==> config.mk <==
export PLATFORM = sky130hd
export DESIGN_NAME = sram_loader
export DESIGN_NICKNAME = d
export VERILOG_FILES = /design/src/rtl/sram_loader_pkg.sv /design/src/rtl/sram_loader_checksum.sv /design/src/rtl/sram_loader.sv
export SDC_FILE = /design/constraint.sdc
export NUM_CORES = 1
export LEC_CHECK = 0
export BUFFER_PORTS_ARGS = -buffer_cell sky130_fd_sc_hd__buf_2
export CAP_MARGIN = 10
export CORE_MARGIN = 5
export CORE_UTILIZATION = 48
export CTS_BUF_LIST = sky130_fd_sc_hd__clkbuf_8
export DETAILED_ROUTE_END_ITERATION = 6
export PLACE_DENSITY = 0.79
export SKIP_CTS_REPAIR_TIMING = 1
export SYNTH_ARGS = -nofsm -noshare
export SYNTH_HDL_FRONTEND = slang
export SYNTH_SLANG_ARGS = --single-unit
==> constraint.sdc <==
create_clock -name clk -period 1.5 [get_ports clk]
set_input_delay 0.3 -clock clk [delete_from_list [all_inputs] [get_ports clk]]
set_output_delay 0.3 -clock clk [all_outputs]
set_load 0.03 [all_outputs]
==> src/rtl/sram_loader_pkg.sv <==
// Shared loader definitions: word width, frame sync marker and FSM state encodings.
package sram_loader_pkg;

  localparam int unsigned WORD_SIZE_DEF = 8;
  localparam logic [7:0]  SYNC_BYTE_DEF = 8'hA5;

  typedef enum logic [2:0] {
    IDLE  = 3'd0,
    ADDR  = 3'd1,
    COUNT = 3'd2,
    DATA  = 3'd3,
    CHECK = 3'd4,
    RUN   = 3'd5,
    ERR   = 3'd6
  } state_e;

endpackage

==> src/rtl/sram_loader_checksum.sv <==
// Running modulo-2^W sum of frame data bytes and compare against the trailing checksum byte.
// Only present when SRAM_LOADER_CHECKSUM_EN is defined.
`ifdef SRAM_LOADER_CHECKSUM_EN
module load_checksum #(
  parameter int unsigned W = 8
) (
  input  logic         clk,
  input  logic         rst,
  input  logic         clr_i,
  input  logic         add_i,
  input  logic [W-1:0] data_i,
  output logic         match_c
);

  logic [W-1:0] sum_q, sum_d;

  always_comb begin
    sum_d = sum_q;
    if (clr_i) begin
      sum_d = '0;
    end else if (add_i) begin
      sum_d = sum_q + data_i;
    end
  end

  always_ff @(posedge clk or posedge rst) begin
    if (rst) begin
      sum_q <= '0;
    end else begin
      sum_q <= sum_d;
    end
  end

  assign match_c = (data_i == sum_q);

endmodule
`endif

==> src/rtl/sram_loader.sv <==
// Byte-stream SRAM loader: SYNC, ADDR, COUNT, DATA... frames written to SRAM, then CPU released.
// Optional trailing checksum byte enabled by SRAM_LOADER_CHECKSUM_EN.
module sram_loader
  import sram_loader_pkg::*;
#(
  parameter int unsigned          word_size = WORD_SIZE_DEF,
  parameter logic [word_size-1:0] SYNC_BYTE = word_size'(SYNC_BYTE_DEF)
) (
  input  logic                 clk,
  input  logic                 rst,
  input  logic [word_size-1:0] in_data,
  input  logic                 in_valid,
  output logic                 in_ready,
  input  logic                 load_req,
  output logic                 mem_we,
  output logic [word_size-1:0] mem_addr,
  output logic [word_size-1:0] mem_data,
  output logic                 cpu_rst_n,
  output logic                 done,
  output logic                 error
);

  // One extra bit so a count byte of 0 can stand for a full 2^word_size bytes.
  localparam int unsigned CNT_W = word_size + 1;

  state_e               state_q, state_d;
  logic [word_size-1:0] ptr_q, ptr_d;
  logic [CNT_W-1:0]     cnt_q, cnt_d;
  logic                 mem_we_q, mem_we_d;
  logic [word_size-1:0] mem_addr_q, mem_addr_d;
  logic [word_size-1:0] mem_data_q, mem_data_d;
  logic                 in_ready_q, in_ready_d;
  logic                 cpu_rst_n_q, cpu_rst_n_d;
  logic                 done_q, done_d;
  logic                 accept_c;

  assign accept_c = in_valid & in_ready_q;

`ifdef SRAM_LOADER_CHECKSUM_EN
  logic error_q, error_d;
  logic sum_match_c;

  load_checksum #(.W(word_size)) u_checksum (
    .clk     (clk),
    .rst     (rst),
    .clr_i   (state_q == IDLE),
    .add_i   ((state_q == DATA) && accept_c),
    .data_i  (in_data),
    .match_c (sum_match_c)
  );
`endif

  always_comb begin
    state_d    = state_q;
    ptr_d      = ptr_q;
    cnt_d      = cnt_q;
    mem_we_d   = 1'b0;
    mem_addr_d = mem_addr_q;
    mem_data_d = mem_data_q;

    unique case (state_q)
      IDLE: begin
        if (accept_c && (in_data == SYNC_BYTE)) state_d = ADDR;
      end
      ADDR: begin
        if (accept_c) begin
          ptr_d   = in_data;
          state_d = COUNT;
        end
      end
      COUNT: begin
        if (accept_c) begin
          cnt_d   = (in_data == '0) ? {1'b1, {word_size{1'b0}}} : CNT_W'(in_data);
          state_d = DATA;
        end
      end
      DATA: begin
        if (accept_c) begin
          mem_we_d   = 1'b1;
          mem_addr_d = ptr_q;
          mem_data_d = in_data;
          ptr_d      = ptr_q + word_size'(1);
          cnt_d      = cnt_q - CNT_W'(1);
          if (cnt_q == CNT_W'(1)) begin
`ifdef SRAM_LOADER_CHECKSUM_EN
            state_d = CHECK;
`else
            state_d = RUN;
`endif
          end
        end
      end
      CHECK: begin
`ifdef SRAM_LOADER_CHECKSUM_EN
        if (accept_c) state_d = sum_match_c ? RUN : ERR;
`else
        state_d = IDLE;
`endif
      end
      RUN, ERR: begin
        if (load_req) state_d = IDLE;
      end
      default: state_d = IDLE;
    endcase

    // in_ready tracks the state being entered; status flags lag the state by one cycle.
    in_ready_d  = !((state_d == RUN) || (state_d == ERR));
    cpu_rst_n_d = (state_q == RUN);
    done_d      = (state_q == RUN);
`ifdef SRAM_LOADER_CHECKSUM_EN
    error_d     = (state_q == ERR);
`endif
  end

  always_ff @(posedge clk or posedge rst) begin
    if (rst) begin
      state_q     <= IDLE;
      ptr_q       <= '0;
      cnt_q       <= '0;
      mem_we_q    <= 1'b0;
      mem_addr_q  <= '0;
      mem_data_q  <= '0;
      in_ready_q  <= 1'b1;
      cpu_rst_n_q <= 1'b0;
      done_q      <= 1'b0;
`ifdef SRAM_LOADER_CHECKSUM_EN
      error_q     <= 1'b0;
`endif
    end else begin
      state_q     <= state_d;
      ptr_q       <= ptr_d;
      cnt_q       <= cnt_d;
      mem_we_q    <= mem_we_d;
      mem_addr_q  <= mem_addr_d;
      mem_data_q  <= mem_data_d;
      in_ready_q  <= in_ready_d;
      cpu_rst_n_q <= cpu_rst_n_d;
      done_q      <= done_d;
`ifdef SRAM_LOADER_CHECKSUM_EN
      error_q     <= error_d;
`endif
    end
  end

  assign in_ready  = in_ready_q;
  assign mem_we    = mem_we_q;
  assign mem_addr  = mem_addr_q;
  assign mem_data  = mem_data_q;
  assign cpu_rst_n = cpu_rst_n_q;
  assign done      = done_q;
`ifdef SRAM_LOADER_CHECKSUM_EN
  assign error     = error_q;
`else
  assign error     = 1'b0;
`endif

endmodule
==> results.txt, run 1 <==
The run finished, with violations left. The final reports fail on negative setup slack. The floorplan step set the die height to 74.9 um. Setup repair after global routing could not meet its margin everywhere. For the worst-skew pair, the clock arrives at the later sink with an insertion delay of 300 ps. The share of the yosys chip area belonging to registers came out at 48.4%. The synthesized-area fraction occupied by xor and xnor cells is 0%. The clock passes through at most 2 buffers. Between clock sinks in the finished design, the worst skew comes to 8.06 ps. In this run the clock root is driven by a clkbuf_8. The number of ports placed on the die boundary came out at 33. Traced cell by cell, the critical path runs through inv_1, ha_2, nor4b_4, a21oi_1, o21ai_0, o311ai_0. After clock tree synthesis, the clock-pin slew on the worst setup and hold paths is 80 ps. The adder and majority gate portion of the synthesized area is 1.86%.

The compound-gate portion of the synthesized area is 14.7%. The worst-case vdd ir drop came out at 1.01 mV. STA classifies the critical path startpoint as a flop. The initial antenna violation count is 0. In the post-route analysis, the smallest setup slack over all paths is -1.43 ps. The total power after layout is 3.90 mW. Once detailed placement completed, the half-perimeter wirelength came to 3.47 mm. The number of max-capacitance violations reported is 0. The number of different library cells used by synthesis comes to 48. After synthesis, the largest family of logic cells by area is simple AND/OR/NAND/NOR gates. The initial cell density of the core came out at 50.2%. The region available for standard cell placement spans 4030 um2.

The mean area per synthesized cell is 8.98 um2. The synthesized cell area is 2020 um2. On the worst path, the slowest cell contributes a delay of 400 ps.

The placed instance area is 2290 um2. The Yosys warning count came out at 0. The number of antenna diodes is 0. Multiplexer cells account for 2.04% of the synthesized area.

The instance count of the mapped netlist is 225. The count of flip-flops with a built-in enable after synthesis came out at 0. The maximum number of pins on one net before global-route repair is 40. By area the synthesized netlist is led by dfrtp_1 47%, nand2_1 12%, a21oi_1 3.2%, nand3_1 2.7%, o21ai_0 2.5%. The critical path is of the flop to flop type.

Of the post-synthesis cell area, the dominant cell type holds 47.1%. STA puts the critical path data required time at 1670 ps. The overflow left after global routing came out at 0. The number of buffers created by CTS is 5. The flip-flop cell with the highest count after synthesis is dfrtp_1. Of the cells placed in the final design, the portion with a size suffix greater than 1 is 27.3%. The power per cell area is 1570 nW/um2. The number of nets in the layout came out at 281. The clock tree synthesis step divided the H-tree into 2 levels.

Summed over all layers, the routed wires come to 5.08 mm. The via count of the first global-routing pass came out at 1833. The number of instances in the placed design is 307. The synthesized net count came out at 240. The category of the worst setup path capture point is a flop. STA puts the critical path data arrival time at 1670 ps. The final critical delay including setup and external delays came out at 1500 ps. The floorplan step defined a die boundary enclosing 5610 um2.

The final count of pins violating max slew came to 0. Routability-driven placement finished with a final weighted congestion of 0.826. The area of all placed cells without fillers came out at 2490 um2. The area added between synthesis and finish is 23.3%. During placement, the flow inserted port buffers numbering 31.

dfrtp_1 takes more of the synthesized area than any other cell. The finished layout holds 317 standard cells, fillers aside. The remaining antenna violation count after routing is 0. The floorplan step set the die width to 74.9 um. The first global-routing pass estimated 8.46 mm of wire.

The worst slack on hold paths is 44.8 ps. The number of register bits inferred by synthesis came out at 39. Using the TritonRoute via totals, the vias-per-cell ratio works out to 5.66. Summing the areas of all and, or, nand and nor instances in the mapped netlist gives 25.9% of the synthesized area.

The share of async-settable or async-resettable flops after synthesis is 100%. The tightest min-delay check is of the input pin to asynchronous set/reset pin type. Across all layers, the routed design uses 1794 vias. The number of DRC markers in iteration 0 is 188. The tree built by TritonCTS fans out to 39 sinks. In the finished design, the share of the clock period the worst path needs comes to 100%. The routed length per instance is 16.0 um. The post-placement setup slack came out at 6.98 ps.

The largest driver fanout on the critical path is 4. The DRC violation count after routing came out at 0. The cell leakage power is 1.20 nW. Setup violations remaining at the end of the flow were counted as 2. Timing would allow up to 666 MHz. TritonCTS built the clock tree. For this design, the slowest cell found on the critical path is dfrtp_1. The count of standard-cell rows came out at 23. For this run, the total global-route usage over all layers was measured as 19.8%. The number of detailed-route iterations in the first pass came out at 4. The final-report hold violation count came to 0.
==> Yosys cell counts (2+ instances only) <==
master,number
a21oi_1,13
a2bb2oi_1,4
a31oi_1,3
buf_2,3
buf_4,6
buf_6,4
dfrtp_1,38
ha_1,3
inv_1,6
mux2i_1,3
nand2_1,65
nand2b_1,4
nand3_1,11
nand3b_1,3
nand4_1,2
nor2_1,8
nor2b_1,2
nor3_1,2
o211ai_1,2
o21a_1,3
o21ai_0,10
o22ai_1,3
o32ai_1,2
==> where the power goes <==
group	total (mW)	switching (mW)	internal (mW)	leakage, nW
Combinational	1.21	0.721	0.486	0.674
Sequential	1.65	0.304	1.35	0.457
Clock	1.04	0.383	0.658	0.0695
==> critical path: cells and delay by family (launching register included) <==
kind,cells,cell delay (ps)
AOI/OAI and AO/OA,3,410
adders and majority gates,1,190
buffers and inverters,1,90
DFF,1,400
and+or+nand+nor,1,270
==> flip-flops by register name, indices dropped and copies added, names as in the netlist <==
name      flops
cnt_q         9
done          1
in_ready      1
mem_addr      8
mem_data      8
mem_we        1
ptr_q         8
state_q       3
==> logic make-up (layout without fill, tap and decap cells) <==
| family | after synthesis | in the layout |
|---|---|---|
| buffers and inverters | 22 | 64 |
| AOI/OAI and AO/OA | 47 | 47 |
| and+or+nand+nor | 109 | 109 |
| adders and majority gates | 3 | 3 |
| DFF | 39 | 39 |
| other | 1 | 1 |
| muxes | 4 | 4 |
==> layer usage <==
metal / wire length, um / vias up / share of wire [%] / track usage (%)
li1: - / 853 / - / -
met1: 2160 / 873 / 43 / 24.7
met2: 2520 / 58 / 50 / 33.5
met3: 310 / 10 / 6.1 / 3.74
met4: 82 / 0 / 1.6 / 8.50
met5: 0 / - / 0 / 0
==> placed cells by master, fill, tap and decap left out, types with 4 or more instances in the layout <==
cell      instances
nand2_1          65
dfrtp_1          38
buf_2            31
buf_4            15
a21oi_1          13
nand3_1          11
o21ai_0           9
nor2_1            7
inv_1             7
clkbuf_8          5
nand2b_1          4
==> worst paths after layout <==
path	start	endpoint	slack (ps)	depth (start not counted)
max	cnt_q[1]$_DFFE_PP0P_	cnt_q[8]$_DFFE_PP0P_	-1	6
min	rst	mem_data[7]$_DFFE_PP0P_	40	3
max reg2reg	cnt_q[1]$_DFFE_PP0P_	cnt_q[8]$_DFFE_PP0P_	-1	6
min reg2reg	mem_data[4]$_DFFE_PP0P_	mem_data[4]$_DFFE_PP0P_	460	2
max in group asynchronous	rst	in_ready$_DFF_PP1_	1200	3
min in group clk	load_req	state_q[1]$_DFF_PP0_	220	2
==> stage by stage <==
step | util (%) | TNS [ps]
floorplan | - | 0
global placement | 56.8 | 0
detailed placement | 56.8 | 0
CTS | 60.1 | -3.80
global route | 61.8 | -218
finish | 61.8 | -1.50
==> area by class of cell <==
type | count | area, um2
inverters | 7 | 28.8
flip-flops and latches | 39 | 977
clock buffers | 5 | 68.8
clock inverters | 3 | 63.8
multi-input cells | 164 | 962
repair buffers | 49 | 328
fillers | 343 | 1540
well taps | 50 | 62.6
Note: power is estimated with default switching activity, not from simulation.
==> inputs of run 2 (changes only) <==
HOLD_SLACK_MARGIN = 0.12   (was unset)
TNS_END_PERCENT = 20   (was unset)
==> run 2 against run 1 <==
The run now ends clean. Clock skew shrank 4.5 ps. First-iteration DRC count down 37%. Count of clock-buffer cells in the layout unchanged. Sequential share of layout area fell by 0.32 points. Clock power decreased by 13%. Routed wire length grew 1.5%. Non-clock buffer count increased by 4. Critical path type unchanged. Critical endpoint is now cnt_q[6]$_DFFE_PP0P_. Largest power group unchanged.
==> results.txt, run 2 (same netlist as run 1, synthesis figures left out) <==
The number of buffers created by CTS is 5. The clock slew seen by the registers of the worst setup and hold paths is 80 ps. The initial antenna violation count is 0. Setup slack on the critical path of the routed design comes to 25.1 ps.

The post-route setup TNS came out at 0 ps. The floorplan step set the die width to 74.9 um. The clock insertion delay at the later pin of the skew report came out at 300 ps.

The power per cell area is 1510 nW/um2. The number of ports placed on the die boundary came out at 33. The via count of the routed design is 1830. The area of all placed cells without fillers came out at 2510 um2. The final count of pins violating max slew is 0.

The H-tree depth is 2. The DRC violation count after routing came out at 0. The final critical delay including setup and external delays came out at 1470 ps. Before CTS, the worst setup slack after placement is -112 ps. The number of max-capacitance violations reported is 0. The via count of the first global-routing pass came to 1739. The die covers 5610 um2. The wire length after detailed routing came out at 5.15 mm. The repair_antennas step left the layout with diodes totalling 0.

The placed instances occupy a cell area of 2290 um2. STA puts the critical path data arrival time at 1670 ps. The maximum number of pins on one net before global-route repair is 40.

The height of the die is 74.9 um. The TritonCTS clock tree is built. The final critical-path share of the clock period is 98.3%. The final core utilization is 62.4%. The area added between synthesis and finish came out at 24.5%. The number of DRC markers in iteration 0 came out at 118.

The number of nets in the layout came out at 285. The share of final-layout standard cells stronger than drive strength 1 came out at 28.8%. The commonest non-fill, non-tap cell in the layout is nand2_1. The total core area came out at 4030 um2.

The worst setup path is captured at a flop. The post-detailed-route via-to-cell ratio came out at 5.70. The setup-violating endpoint count in the final report is 0. The final-report hold violation count was 0.

The count of port buffers added during placement is 31. Once detail routing completed, the nets flagged for antenna violations numbered 0. The clock net sink count is 39. The clock skew after layout came out at 3.59 ps.

The worst setup path is launched from a flop. The worst-case vdd ir drop came out at 0.753 mV. The achievable frequency came out at 678 MHz. The tightest min-delay check is of the input pin to flop type. cnt_q holds more flip-flops than any other register.

The first-pass GRT wire length came out at 8.43 mm. The flow ran to the end, and the final reports show no timing, DRC or antenna violations. After filler insertion, the fill cell instance count of the layout stands at 332. The maximum root-to-sink buffer count is 2.

Before antenna repair, the detailed router went through 4 iterations. The number of flip-flops in the largest register is 9. After global routing the overflow that remains totals 0. The total power after layout came out at 3.81 mW. The cell at the root of the clock tree is clkbuf_8. Setup repair after global routing could not meet its margin everywhere.

The largest driver fanout on the critical path came out at 4. The count of standard-cell rows is 23. The setup path with the least slack is of type flop to flop.

The critical path data required time is 1690 ps. The cell leakage power is 1.21 nW. The estimated wirelength of the detail-placed design is 3.41 mm. The global-route usage over all layers is 20.0%.

The final RePlAce weighted congestion is 0.829. The initial cell density of the core is 50.2%. The routed length per instance is 16.1 um. Leaving out fill and tap cells, the most frequent cells in the layout are 65 x nand2_1, 37 x dfrtp_1, 31 x buf_2, 17 x buf_4, 13 x a21oi_1.
==> run 2: worst max-delay path: stages (launching register included) <==
cell and delay, ps:
dfrtp_1 420, inv_2 90, ha_4 130, nor4b_4 300
nor2b_4 210, a2bb2oi_2 130, nand3_1 80
==> run 2: cell type report <==
cell class	instances	area [um2]	area share [%]
clock buffer	5	68.8	2.74
sequential	39	978	38.9
inverter	7	28.8	1.14
tap	50	62.6	2.49
timing repair buffer	53	364	14.5
clock inverter	3	43.8	1.74
multi-input combinational	164	968	38.5
==> run 2: path summary, 6_finish.rpt <==
check,from,to,slack [ps],depth (start not counted)
max reg2reg,cnt_q[1]$_DFFE_PP0P_,cnt_q[6]$_DFFE_PP0P_,30,6
max in group asynchronous,rst,in_ready$_DFF_PP1_,640,4
min reg2reg,mem_addr[7]$_DFFE_PP0P_,mem_addr[7]$_DFFE_PP0P_,460,2
max,cnt_q[1]$_DFFE_PP0P_,cnt_q[6]$_DFFE_PP0P_,30,6
min in group asynchronous,rst,mem_addr[4]$_DFFE_PP0P_,590,4
min,load_req,state_q[1]$_DFF_PP0_,200,2
==> run 2: where the power goes <==
| part | leakage (nW) | internal, mW | total (mW) | switching (mW) |
|---|---|---|---|---|
| Combinational | 0.699 | 0.522 | 1.25 | 0.732 |
| Sequential | 0.457 | 1.35 | 1.65 | 0.301 |
| Clock | 0.0581 | 0.495 | 0.901 | 0.406 |
| Total | 1.21 | 2.37 | 3.81 | 1.44 |
==> run 2: metrics by stage <==
stage	instances	hold WS (ps)
floorplan	225	392
global placement	308	369
detailed placement	308	371
CTS	316	49.5
global route	321	202
finish	321	204
==> run 2: routing by layer <==
metal / GRT usage [%] / vias to the layer above / part of all wire, %
met5: 0 / - / 0
met4: 7.31 / 0 / 3.0
met3: 5.34 / 18 / 6.5
met2: 32.4 / 67 / 49
met1: 25.7 / 873 / 42
li1: - / 872 / -
==> inputs of run 3 (changes only) <==
GPL_TIMING_DRIVEN = 0   (was unset)
==> run 3 against run 2 <==
The flow now finishes with violations (negative setup slack). Count of clock-buffer cells in the layout stayed put. Combinational power is 4% lower. Sequential power barely moved. Sequential share of layout area shrank 0.71 points.
==> results.txt, run 3 (same netlist as run 1, synthesis figures left out) <==
The headroom to the max-slew limit came out at 45.4%. Summed over all failing endpoints, the final setup total negative slack is -157 ps. In the layout the commonest cells are 55 x nand2_1, 36 x dfrtp_1, 33 x buf_2, 13 x a21oi_1. The worst-case reg-to-reg path depth is 4. The final-report hold violation count is 0.

The maximum root-to-sink buffer count is 2. The final RePlAce weighted congestion is 0.915. The number of instances in the placed design came out at 306. The clock insertion delay at the later pin of the skew report is 300 ps.

The largest driver fanout on the critical path came out at 7. The placed instance area is 2250 um2. The most flop-heavy register is cnt_q. The count of standard-cell rows came out at 23. Global routing consumed, over all layers together, 19.0% of the routing resources.

For this design the static power due to leakage is 1.22 nW. The maximum number of pins on one net before global-route repair is 40. The floorplan step set the die width to 74.9 um.

The post-layout worst setup margin came out at -42.3 ps. The tightest min-delay check is of the input pin to asynchronous set/reset pin type. The worst setup path is captured at a flop. The critical path is of the flop to flop type.

Setup repair after global routing could not meet its margin everywhere. The area added between synthesis and finish came out at 26.9%. The setup-violating endpoint count in the final report came out at 10. The final core utilization came out at 63.7%. Data arrives at the worst endpoint at 1740 ps. The number of max-capacitance violations reported came out at 0. TritonCTS created 5 clock buffers. The estimated wirelength of the detail-placed design came out at 3.40 mm.

The count of port buffers added during placement is 31. The flow ran to the end, but the final reports show violations. The clock skew after layout came out at 11.3 ps. In this run, the number of DRC markers left after iteration 0 of detailed routing was 222. The first-pass GRT wire length came out at 8.20 mm. The wire length after detailed routing came out at 5.20 mm. TritonCTS built the clock tree. The via count of the routed design came out at 1800. The register with the most flip-flops in the layout has 9 of them. The height of the die is 74.9 um. The initial cell density of the core is 50.2%.

The post-detailed-route via-to-cell ratio is 5.64. The overflow left after global routing is 0. In the routed design, unresolved DRC markers number 0. The routed length per instance came out at 16.3 um.

The number of antenna diodes is 0. The final standard cell count with taps included and fillers excluded is 319. The worst-case vdd ir drop is 0.755 mV. The worst slack on hold paths came out at 152 ps. The via count of the first global-routing pass came to 1712.

The area of the die came out at 5610 um2. The share of final-layout standard cells stronger than drive strength 1 is 31.6%. The H-tree depth came out at 2. The achievable frequency is 648 MHz.

The number of nets in the layout is 283. The critical path data required time is 1700 ps. The total power after layout is 3.90 mW. The total core area is 4030 um2. The power per cell area is 1520 nW/um2. The final critical delay including setup and external delays is 1540 ps. The initial antenna violation count came out at 0. The final count of pins violating max slew came out at 0.

The actual slew at the worst max-slew pin came out at 818 ps. The final critical path takes up 103% of the cycle. OpenSTA, run right after detailed placement, puts the worst setup slack at -159 ps. After clock tree synthesis, the clock-pin slew on the worst setup and hold paths is 80 ps. In this run the count of I/O pins placed on the die edge is 33. The first detailed-routing pass took 5 iterations. The clock net sink count is 39. The cell sitting at the root of the clock tree is a clkbuf_8.

Leaving out fill and tap cells, the most frequent cell in the layout is nand2_1. With fillers left out, the area of the finished cells amounts to 2560 um2. The final reports fail on negative setup slack. The startpoint class of the critical path is a flop. The remaining antenna violation count after routing came out at 0.
run 3: power by group:
group / switching [mW] / total [mW] / leakage, nW / internal (mW)
registers: 0.322 / 1.67 / 0.456 / 1.35
clock network: 0.377 / 1.04 / 0.0695 / 0.658
logic: 0.704 / 1.20 / 0.698 / 0.491
total: 1.40 / 3.90 / 1.22 / 2.50
run 3: final timing paths:
kind | to | from | slack [ps]
hold / removal | mem_addr[3]$_DFFE_PP0P_ | rst | 150
hold reg to reg | mem_addr[7]$_DFFE_PP0P_ | mem_addr[7]$_DFFE_PP0P_ | 470
min in group clk | state_q[1]$_DFF_PP0_ | load_req | 220
max in group asynchronous | state_q[0]$_DFF_PP0_ | rst | 760
setup / recovery | ptr_q[7]$_DFFE_PP0P_ | in_ready$_DFF_PP1_ | -40
setup reg to reg | ptr_q[7]$_DFFE_PP0P_ | in_ready$_DFF_PP1_ | -40
run 3: critical path, stage by stage, from the launching register on:
cell	delay (ps)
dfstp_2	590
nand3_1	200
nand2b_1	270
a21oi_1	170
a2bb2oi_1	220
run 3: final cells by class:
type | instances | area (um2)
plain buffers | 14 | 145
clock buffers | 5 | 68.8
clock inverters | 3 | 63.8
fillers | 354 | 1460
inverters | 7 | 28.8
multi-input cells | 164 | 981
flip-flops and latches | 39 | 980
well taps | 50 | 62.6
repair buffers | 37 | 235
run 3: layer usage:
metal | GRT usage [%] | share of wire (%) | up-vias
met4 | 4.35 | 0.83 | 0
li1 | - | - | 864
met3 | 4.14 | 5.0 | 6
met2 | 31.5 | 51 | 56
met1 | 25.6 | 43 | 874
met5 | 0 | 0 | -
